**src/rtl/spi_slave_serdes.sv**
```systemverilog
// SPI mode-3 slave word serializer/deserializer, fully oversampled in the system clock domain.
// SCLK/CSB/SDI pass through equal-depth synchronizers so sampled data lines up with detected edges.
module spi_slave_serdes #(
  parameter int cShiftRegWidth = 16,
  parameter int cSyncStages    = 2
) (
  input  logic                      sys_clock_i,
  input  logic                      sys_reset_i,
  input  logic                      spi_clk_i,
  input  logic                      spi_csb_i,
  input  logic                      spi_sdi_i,
  output logic                      spi_sdo_o,
  output logic                      spi_sdo_oe_o,
  input  logic [cShiftRegWidth-1:0] tx_data_i,
  input  logic                      tx_valid_i,
  output logic                      tx_ready_o,
  output logic [cShiftRegWidth-1:0] rx_data_o,
  output logic                      rx_valid_o,
  output logic                      busy_o,
  output logic                      underrun_o,
  output logic                      abort_o,
  input  logic                      clear_flags_i
);
  localparam int W  = cShiftRegWidth;
  localparam int NW = $clog2(W);

  localparam logic [1:0] ST_IDLE  = 2'd0;
  localparam logic [1:0] ST_SHIFT = 2'd1;
  localparam logic [1:0] ST_WAIT  = 2'd2;

  logic [cSyncStages-1:0] sclk_sync_q, sclk_sync_d;
  logic [cSyncStages-1:0] csb_sync_q, csb_sync_d;
  logic [cSyncStages-1:0] sdi_sync_q, sdi_sync_d;
  logic [cSyncStages-1:0] warm_q, warm_d;
  logic                   sclk_prev_q, sclk_prev_d;
  logic [1:0]             state_q, state_d;
  logic [NW-1:0]          n_q, n_d;
  logic [W-2:0]           tx_sr_q, tx_sr_d;
  logic [W-2:0]           rx_sr_q, rx_sr_d;
  logic                   sdo_q, sdo_d;
  logic                   pend_q, pend_d;
  logic [W-1:0]           hold_q, hold_d;
  logic                   hold_full_q, hold_full_d;
  logic [W-1:0]           rx_data_q, rx_data_d;
  logic                   rx_valid_q, rx_valid_d;
  logic                   underrun_q, underrun_d;
  logic                   abort_q, abort_d;
  logic                   armed_q, armed_d;

  logic         sclk_s, csb_s, sdi_s, warm, rise, fall;
  logic         consume, underrun_set;
  logic [W-1:0] rx_word;

  assign sclk_s = sclk_sync_q[cSyncStages-1];
  assign csb_s  = csb_sync_q[cSyncStages-1];
  assign sdi_s  = sdi_sync_q[cSyncStages-1];
  assign warm   = warm_q[cSyncStages-1];
  assign rise   = sclk_s & ~sclk_prev_q;
  assign fall   = ~sclk_s & sclk_prev_q;

  always_comb begin
    sclk_sync_d  = {sclk_sync_q[cSyncStages-2:0], spi_clk_i};
    csb_sync_d   = {csb_sync_q[cSyncStages-2:0], spi_csb_i};
    sdi_sync_d   = {sdi_sync_q[cSyncStages-2:0], spi_sdi_i};
    warm_d       = {warm_q[cSyncStages-2:0], 1'b1};
    sclk_prev_d  = sclk_s;
    state_d      = state_q;
    n_d          = n_q;
    tx_sr_d      = tx_sr_q;
    rx_sr_d      = rx_sr_q;
    sdo_d        = sdo_q;
    pend_d       = pend_q;
    hold_d       = hold_q;
    hold_full_d  = hold_full_q;
    rx_data_d    = rx_data_q;
    rx_valid_d   = 1'b0;
    abort_d      = 1'b0;
    armed_d      = armed_q;
    consume      = 1'b0;
    underrun_set = 1'b0;
    rx_word      = {rx_sr_q, sdi_s};

    case (state_q)
      ST_IDLE: begin
        sdo_d  = 1'b1;
        n_d    = '0;
        pend_d = 1'b0;
        // A frame already in progress when reset lifts is never joined mid-way.
        if (warm) begin
          if (csb_s) begin
            armed_d = 1'b1;
          end else if (armed_q) begin
            state_d = ST_SHIFT;
            consume = 1'b1;
          end else begin
            state_d = ST_WAIT;
          end
        end
      end
      ST_WAIT: begin
        sdo_d = 1'b1;
        if (csb_s) state_d = ST_IDLE;
      end
      ST_SHIFT: begin
        if (csb_s) begin
          state_d = ST_IDLE;
          sdo_d   = 1'b1;
          n_d     = '0;
          pend_d  = 1'b0;
          abort_d = (n_q != '0);
        end else if (rise) begin
          rx_sr_d = rx_word[W-2:0];
          if (n_q == NW'(W - 1)) begin
            rx_data_d  = rx_word;
            rx_valid_d = 1'b1;
            n_d        = '0;
            // Empty buffer at a word boundary: defer the underrun decision to the
            // next word's first SCLK fall, so a clean end of frame is not flagged.
            if (hold_full_q) begin
              consume = 1'b1;
            end else begin
              pend_d  = 1'b1;
              tx_sr_d = '1;
              sdo_d   = 1'b1;
            end
          end else begin
            n_d = n_q + NW'(1);
          end
        end else if (fall) begin
          if (n_q != '0) begin
            sdo_d   = tx_sr_q[W-2];
            tx_sr_d = (W-1)'({tx_sr_q, 1'b1});
          end else if (pend_q) begin
            pend_d  = 1'b0;
            consume = 1'b1;
          end
        end
      end
      default: state_d = ST_IDLE;
    endcase

    if (consume) begin
      if (hold_full_q) begin
        sdo_d       = hold_q[W-1];
        tx_sr_d     = hold_q[W-2:0];
        hold_full_d = 1'b0;
      end else begin
        sdo_d        = 1'b1;
        tx_sr_d      = '1;
        underrun_set = 1'b1;
      end
    end

    if (tx_valid_i && !hold_full_q) begin
      hold_d      = tx_data_i;
      hold_full_d = 1'b1;
    end

    underrun_d = underrun_set | (underrun_q & ~clear_flags_i);
  end

  always_ff @(posedge sys_clock_i or posedge sys_reset_i) begin
    if (sys_reset_i) begin
      sclk_sync_q <= '1;
      csb_sync_q  <= '1;
      sdi_sync_q  <= '1;
      warm_q      <= '0;
      sclk_prev_q <= 1'b1;
      state_q     <= ST_IDLE;
      n_q         <= '0;
      tx_sr_q     <= '1;
      rx_sr_q     <= '0;
      sdo_q       <= 1'b1;
      pend_q      <= 1'b0;
      hold_q      <= '0;
      hold_full_q <= 1'b0;
      rx_data_q   <= '0;
      rx_valid_q  <= 1'b0;
      underrun_q  <= 1'b0;
      abort_q     <= 1'b0;
      armed_q     <= 1'b0;
    end else begin
      sclk_sync_q <= sclk_sync_d;
      csb_sync_q  <= csb_sync_d;
      sdi_sync_q  <= sdi_sync_d;
      warm_q      <= warm_d;
      sclk_prev_q <= sclk_prev_d;
      state_q     <= state_d;
      n_q         <= n_d;
      tx_sr_q     <= tx_sr_d;
      rx_sr_q     <= rx_sr_d;
      sdo_q       <= sdo_d;
      pend_q      <= pend_d;
      hold_q      <= hold_d;
      hold_full_q <= hold_full_d;
      rx_data_q   <= rx_data_d;
      rx_valid_q  <= rx_valid_d;
      underrun_q  <= underrun_d;
      abort_q     <= abort_d;
      armed_q     <= armed_d;
    end
  end

  assign spi_sdo_o    = sdo_q;
  assign spi_sdo_oe_o = (state_q != ST_IDLE);
  assign busy_o       = (state_q != ST_IDLE);
  assign tx_ready_o   = ~hold_full_q;
  assign rx_data_o    = rx_data_q;
  assign rx_valid_o   = rx_valid_q;
  assign underrun_o   = underrun_q;
  assign abort_o      = abort_q;
endmodule

```
**config.mk**
```make
export PLATFORM = sky130hd
export DESIGN_NAME = spi_slave_serdes
export DESIGN_NICKNAME = d
export VERILOG_FILES = /design/src/rtl/spi_slave_serdes.sv
export SDC_FILE = /design/constraint.sdc
export NUM_CORES = 1
export LEC_CHECK = 0
export CAP_MARGIN = 10
export CORE_UTILIZATION = 40
export DETAILED_ROUTE_END_ITERATION = 8
export DONT_BUFFER_PORTS = 1
export GPL_TIMING_DRIVEN = 0
export PLACE_DENSITY = 0.56
export SLEW_MARGIN = 10
export SYNTH_ARGS = -nofsm -noshare
export SYNTH_HDL_FRONTEND = slang
export SYNTH_SLANG_ARGS = --single-unit
```
**constraint.sdc**
```tcl
create_clock -name sys_clock_i -period 4.97 [get_ports sys_clock_i]
set_input_delay 1.2425 -clock sys_clock_i [delete_from_list [all_inputs] [get_ports sys_clock_i]]
set_output_delay 1.2425 -clock sys_clock_i [all_outputs]
set_load 0.01 [all_outputs]
```
==> out/qor.txt <==
HPWL after detailed placement: 4.78 mm
Post-synth EDFFs: 0
top post-synthesis cells by area: dfrtp_1 (40%), dfstp_2 (16%), mux2_2 (14%)
dpl cells: 421
die height: 99.6 um
Ant. Diodes: 0
crit end category: primary output
post-synth top area cell: dfrtp_1
Mapped Avg Cell Area: 13.1 sq um
Area growth, synth to finish: 10.2%
Synth top area share: 40.1%
critical path required time: 3.73 ns
first-pass GRT wire length: 12.0 mm
period utilisation layout: 57.4%
Clock transition at path regs: 0.09 ns
YS warnings: 0
Worst IR Drop VDD: 0.214 mV
post-cts resize count: 0
crit path max fanout: 10
Placer Congestion: 0.708
WS Path Type: flop to primary output
die width: 99.6 um
power per cell area: 464 nW/um^2
GR Overflow Total: 0
starting DRC count in detailed routing: 113
layout cells sized above 1: 39.0%
cell count after synthesis: 291
gr usage total: 15.6%
clock share of power: 25.4%
Worst-Skew Late Latency: 0.35 ns
largest net degree at the start of global routing: 65
relative slew slack: 60.5%
initial antenna violation count: 1
row count: 35
Synth cell types: 47
Routed WL: 7.05 mm
Clock Tree Root: clkbuf_8
Final Instance Count excl. Fillers: 437
MaxCap Viol Count: 0
CP startpoint kind: flop
Net Sw Power: 598 uW
setup TNS: 0 ns
slew of the pin with the lowest slew margin: 0.592 ns
post-layout minimum cycle time: 2.85 ns
Starting Density: 41.2%
count of pins over their slew limit: 0
Core ar.: 9240 sq um
WL per Instance: 16.1 um
1st-pass router iterations: 5
# IOs: 46
final setup vio count: 0
Clock Sinks: 84
Final Hold Viols: 0
Max H-tree Level: 3
routed via count: 2243
Routed Antenna Nets: 0
syn nets: 321
RSZ-0062 raised after global routing: false
CTS Buf Count: 9
switch share: 30.7%
Critical Path AT: 1.61 ns
hold_buf cts: 0
postcts setup bufs: 0
status: finished clean
Comb pwr share: 23.8%
post-synthesis async set-or-reset flop share: 100%
vias in the first global route: 2324
DRC viols: 0
Pleak: 1.87 nW
TritonCTS clock tree: yes
Nets: 333
via/cell ratio: 5.13
internal power: 1.35 mW
sequential share of the synthesized area: 55.9%
Sequential Power Share: 50.9%
synthesized area: 3810 sq um
# fillers: 846
Max Clk Rate: 0.351 GHz
buffer levels on the longest clock path: 2
Post-synth top flop: dfrtp_1
Die ar.: 9920 sq um
Hold Path Class: flop to flop
Synth Register Bits: 84
port bufs: 0
clk_skew: 0.00699 ns
## sequential cells by signal, summed over array words and instances (netlist names)
name         flops
abort_o          1
armed_q          1
csb_sync_q       2
hold_full_q      1
hold_q          16
n_q              4
pend_q           1
rx_data_o       16
rx_sr_q         15
rx_valid_o       1
sclk_prev_q      1
sclk_sync_q      2
sdi_sync_q       2
spi_sdo_o        1
state_q          2
tx_sr_q         15
underrun_o       1
warm_q           2
## worst paths after layout
path                             start      endpoint  slack (ns)  depth (start not counted)
max reg2reg                sclk_prev_q    tx_sr_q[7]        2.74                          7
min in group asynchronous  sys_reset_i  rx_data_o[3]        0.70                          1
max in group asynchronous  sys_reset_i    tx_sr_q[0]        3.62                          2
max                        hold_full_q    tx_ready_o        2.12                          2
min reg2reg                  warm_q[0]     warm_q[1]        0.35                          0
min                          warm_q[0]     warm_q[1]        0.35                          0
## critical path, stage by stage (launching register included)
cell and delay [ns]:
dfrtp_1 0.46, inv_1 0.32, clkbuf_1 0.47
## power by group through the flow
stage	sequential (mW)	combinational [mW]	clock (mW)
6_report	0.991	0.463	0.495
3_3_place_gp	1.00	0.456	0
5_1_grt	1.02	0.515	0.538
4_1_cts	0.992	0.471	0.506
3_5_place_dp	1.00	0.468	0
2_1_floorplan	0.967	0.398	0
## logic make-up (layout without fill, tap and decap cells)
family	Yosys count	in the layout	share of synthesized area, %
other cells	1	1	0.0985
mux	46	46	13.6
flops	84	84	55.9
fa+ha+maj	7	7	2.30
compound gates	73	73	16.0
buf+inv	32	49	4.50
simple gates	48	48	7.59
## Yosys cell counts, drive strengths merged, types with 2 or more instances
library cell,n
o22ai,16
a21o,2
o31ai,16
nand2,7
nand3,2
nor2,20
mux2,46
buf,14
clkbuf,3
nor3,2
dfrtp,61
nor3b,2
nand2b,3
ha,7
nor2b,3
o21bai,2
o21ai,6
dfstp,23
a21oi,18
inv,15
a31oi,4
## cell type report
| type | instances | area (sq um) | share of cell area [%] |
|---|---|---|---|
| sequential | 84 | 2130 | 50.7 |
| multi-input combinational | 175 | 1510 | 35.9 |
| tap | 129 | 161 | 3.84 |
| clock buffer | 9 | 124 | 2.95 |
| buffer | 17 | 115 | 2.74 |
| clock inverter | 7 | 75.1 | 1.79 |
| inverter | 15 | 58.8 | 1.40 |
| timing repair buffer | 1 | 27.5 | 0.656 |
## metrics by stage
stage / util, % / worst slack [ns] / total power [mW] / instance area, sq um / hold WS [ns]
after floorplan: - / 1.60 / 1.36 / 3810 / 0.331
after global placement: 43.0 / 0.631 / 1.46 / 3970 / 0.334
after detailed placement: 43.3 / 2.32 / 1.47 / 4000 / 0.337
after CTS: 45.4 / 2.08 / 1.97 / 4200 / 0.352
after global routing: 45.4 / 1.98 / 2.07 / 4200 / 0.355
final: 45.4 / 2.12 / 1.95 / 4200 / 0.352
## layer usage
metal / share of wire [%] / wire (um) / global-route usage [%]
met5: 0.16 / 11 / 0
met4: 1.6 / 113 / 6.56
met3: 6.7 / 472 / 5.20
met2: 43 / 3040 / 21.7
met1: 48 / 3410 / 22.3
## cells in the final DEF, fill, tap and decap left out, types with 3 or more instances in the layout
cell type   instances
clkinvlp_4          3
nand2b_1            3
o22ai_1            16
o21ai_0             6
mux2_2             46
a21oi_1            18
buf_4               5
ha_1                7
nor2_1             18
a31oi_1             4
buf_2               7
o31ai_1             8
clkbuf_1            3
o31ai_4             8
dfstp_2            23
nand2_1             7
clkbuf_8            9
nor2b_1             3
inv_1              14
dfrtp_1            61
(Power assumes the default switching activity.)
==> variant, RTL diff (config.mk and constraints unchanged) <==
The parameter `cSyncStages` goes from 2 to 4.
--- a/src/rtl/spi_slave_serdes.sv
+++ b/src/rtl/spi_slave_serdes.sv
@@ -4,3 +4,3 @@
   parameter int cShiftRegWidth = 16,
-  parameter int cSyncStages    = 2
+  parameter int cSyncStages    = 4
 ) (
Function: changed (a bounded check fails within 4 cycles, from zero or initial values and one cycle with sys_reset_i high).
==> variant against the unedited design <==
- final area grew 1.2%
- setup slack better by 0.092 ns
- non-clock buffer count down 3
- first-iteration DRC count up 35%
- sequential share of layout area increased by 4.3 points
- critical endpoint unchanged
- area after synthesis up 1.3%
- sequential power increased by 5%
- utilization rose by 0.31 points
- wire length fell by 4.0%
- power grew 1.2%
- clock skew rose by 0.0021 ns
- sequential cell count rose by 8
==> variant: results (changes against the unedited design) <==
Critical path
The register-to-register setup slack is 2.66 ns (was 2.74 ns). The worst stage delay on the critical path was 0.34 ns (was 0.47 ns). The critical register-to-register path startpoint is state_q[1]$_DFFE_PP0P_ (was sclk_prev_q$_DFF_PP1_). The arrival time at the worst endpoint is 1.52 ns (was 1.61 ns).

The endpoint of the most critical register-to-register path is rx_data_o[7]$_DFFE_PP0P_ (was tx_sr_q[7]$_DFFE_PP1P_).

GRT
The initial antenna violation count is 0 (was 1). The pin count of the biggest net entering global routing was 59 (was 65). The total global routing track utilization was 0.151 (was 0.156).

Final layout
The number of standard cells in the final layout excluding fillers is 441 (was 437). The number of nets in the final layout is 337 (was 333). The area taken by flip-flops and latches is 2340 µm² (was 2130 µm²). The share of post-route cells with drive strength above 1 came to 0.388 (was 0.390).

The total of fill cells in the finished design came to 866 (was 846).

Status
Status: finished, final reports clean (unchanged).

Detailed routing
The initial DRC count is 152 (was 113). The total number of vias is 2206 (was 2243). The average wire per standard cell is 15.4 µm (was 16.1 µm).

STA
The final hold slack is 0.352 ns (about the same). The remaining max-slew budget at the tightest pin is 0.647 (was 0.605). The final setup skew came to 0.00909 ns (was 0.00699 ns).

CTS
The clock slew seen by the registers of the worst setup and hold paths is 0.09 ns (about the same).

Logic synthesis
The synthesized instance count is 295 (was 291). The net count after synthesis is 325 (was 321). Top post-synthesis cells by area: dfrtp_1 (41%), dfstp_2 (20%), mux2_2 (13%) (was dfrtp_1 (40%), dfstp_2 (16%), mux2_2 (14%)). The sequential cell area fraction in the yosys report is 0.606 (was 0.559). Most common library cells after synthesis: dfrtp_1 (63), mux2_2 (46), dfstp_2 (29) (was dfrtp_1 (61), mux2_2 (46), dfstp_2 (23)). The number of distinct library cell variants in the gate-level netlist after synthesis is 40 (was 47).

Power
The total leakage power is 1.92 nW (was 1.87 nW). The worst vdd rail ir drop is 0.000171 V (was 0.000214 V).

Placement
The cell count after placement came to 425 (was 421). The HPWL reported at the end of detailed placement is 4600 µm (was 4780 µm).
==> variant: worst reg2reg max path, cell delays in order (launching register included) <==
cell and delay (ns):
dfrtp_1 0.42, inv_1 0.09, ha_1 0.29, and2b_1 0.25
nand2_2 0.16, nor2_2 0.37, buf_4 0.28, mux2_2 0.35
==> variant: final cells by class <==
| class | count | area share |
|---|---|---|
| flip-flops and latches | 92 | 0.551 |
| multi-input cells | 174 | 0.323 |
| well taps | 129 | 0.0380 |
| clock buffers | 10 | 0.0300 |
| plain buffers | 14 | 0.0215 |
| clock inverters | 6 | 0.0168 |
| inverters | 15 | 0.0138 |
| repair buffers | 1 | 0.00648 |
==> variant: power groups by stage <==
stage / Combinational [mW] / Clock (mW) / Sequential, mW
after floorplan: 0.350 / 0 / 1.03
after detailed placement: 0.425 / 0 / 1.06
after CTS: 0.427 / 0.524 / 1.05
after global placement: 0.412 / 0 / 1.06
final: 0.420 / 0.507 / 1.04
after global routing: 0.476 / 0.558 / 1.07
==> variant: cells by family after synthesis <==
group,count (synthesis),share of synthesized area
buf+inv,29,0.0383
flops,92,0.606
mux,59,0.168
simple gates,50,0.0714
other cells,1,0.000972
compound gates,57,0.0924
fa+ha+maj,7,0.0227
==> variant: per-layer routing <==
| metal | global-route usage | vias to the layer above | part of all wire |
|---|---|---|---|
| met5 | 0 | - | 0 |
| met1 | 0.213 | 1112 | 0.48 |
| met2 | 0.222 | 39 | 0.46 |
| met4 | 0.0546 | 0 | 0.010 |
| met3 | 0.0439 | 7 | 0.052 |
| li1 | - | 1048 | - |
==> variant: how the worst max path moves through the flow <==
stage	start	end	slack (ns)	depth (start not counted)
2_1_floorplan	sys_reset_i	abort_o$_DFF_PP0_	1.38	1
3_3_place_gp	sys_reset_i	hold_q[8]$_DFFE_PP0P_	0.38	1
3_5_place_dp	tx_valid_i	hold_q[13]$_DFFE_PP0P_	2.32	4
4_1_cts	hold_full_q$_DFFE_PP0P_	tx_ready_o	2.20	3
5_1_grt	hold_full_q$_DFFE_PP0P_	tx_ready_o	2.09	3
6_report	hold_full_q$_DFFE_PP0P_	tx_ready_o	2.21	3
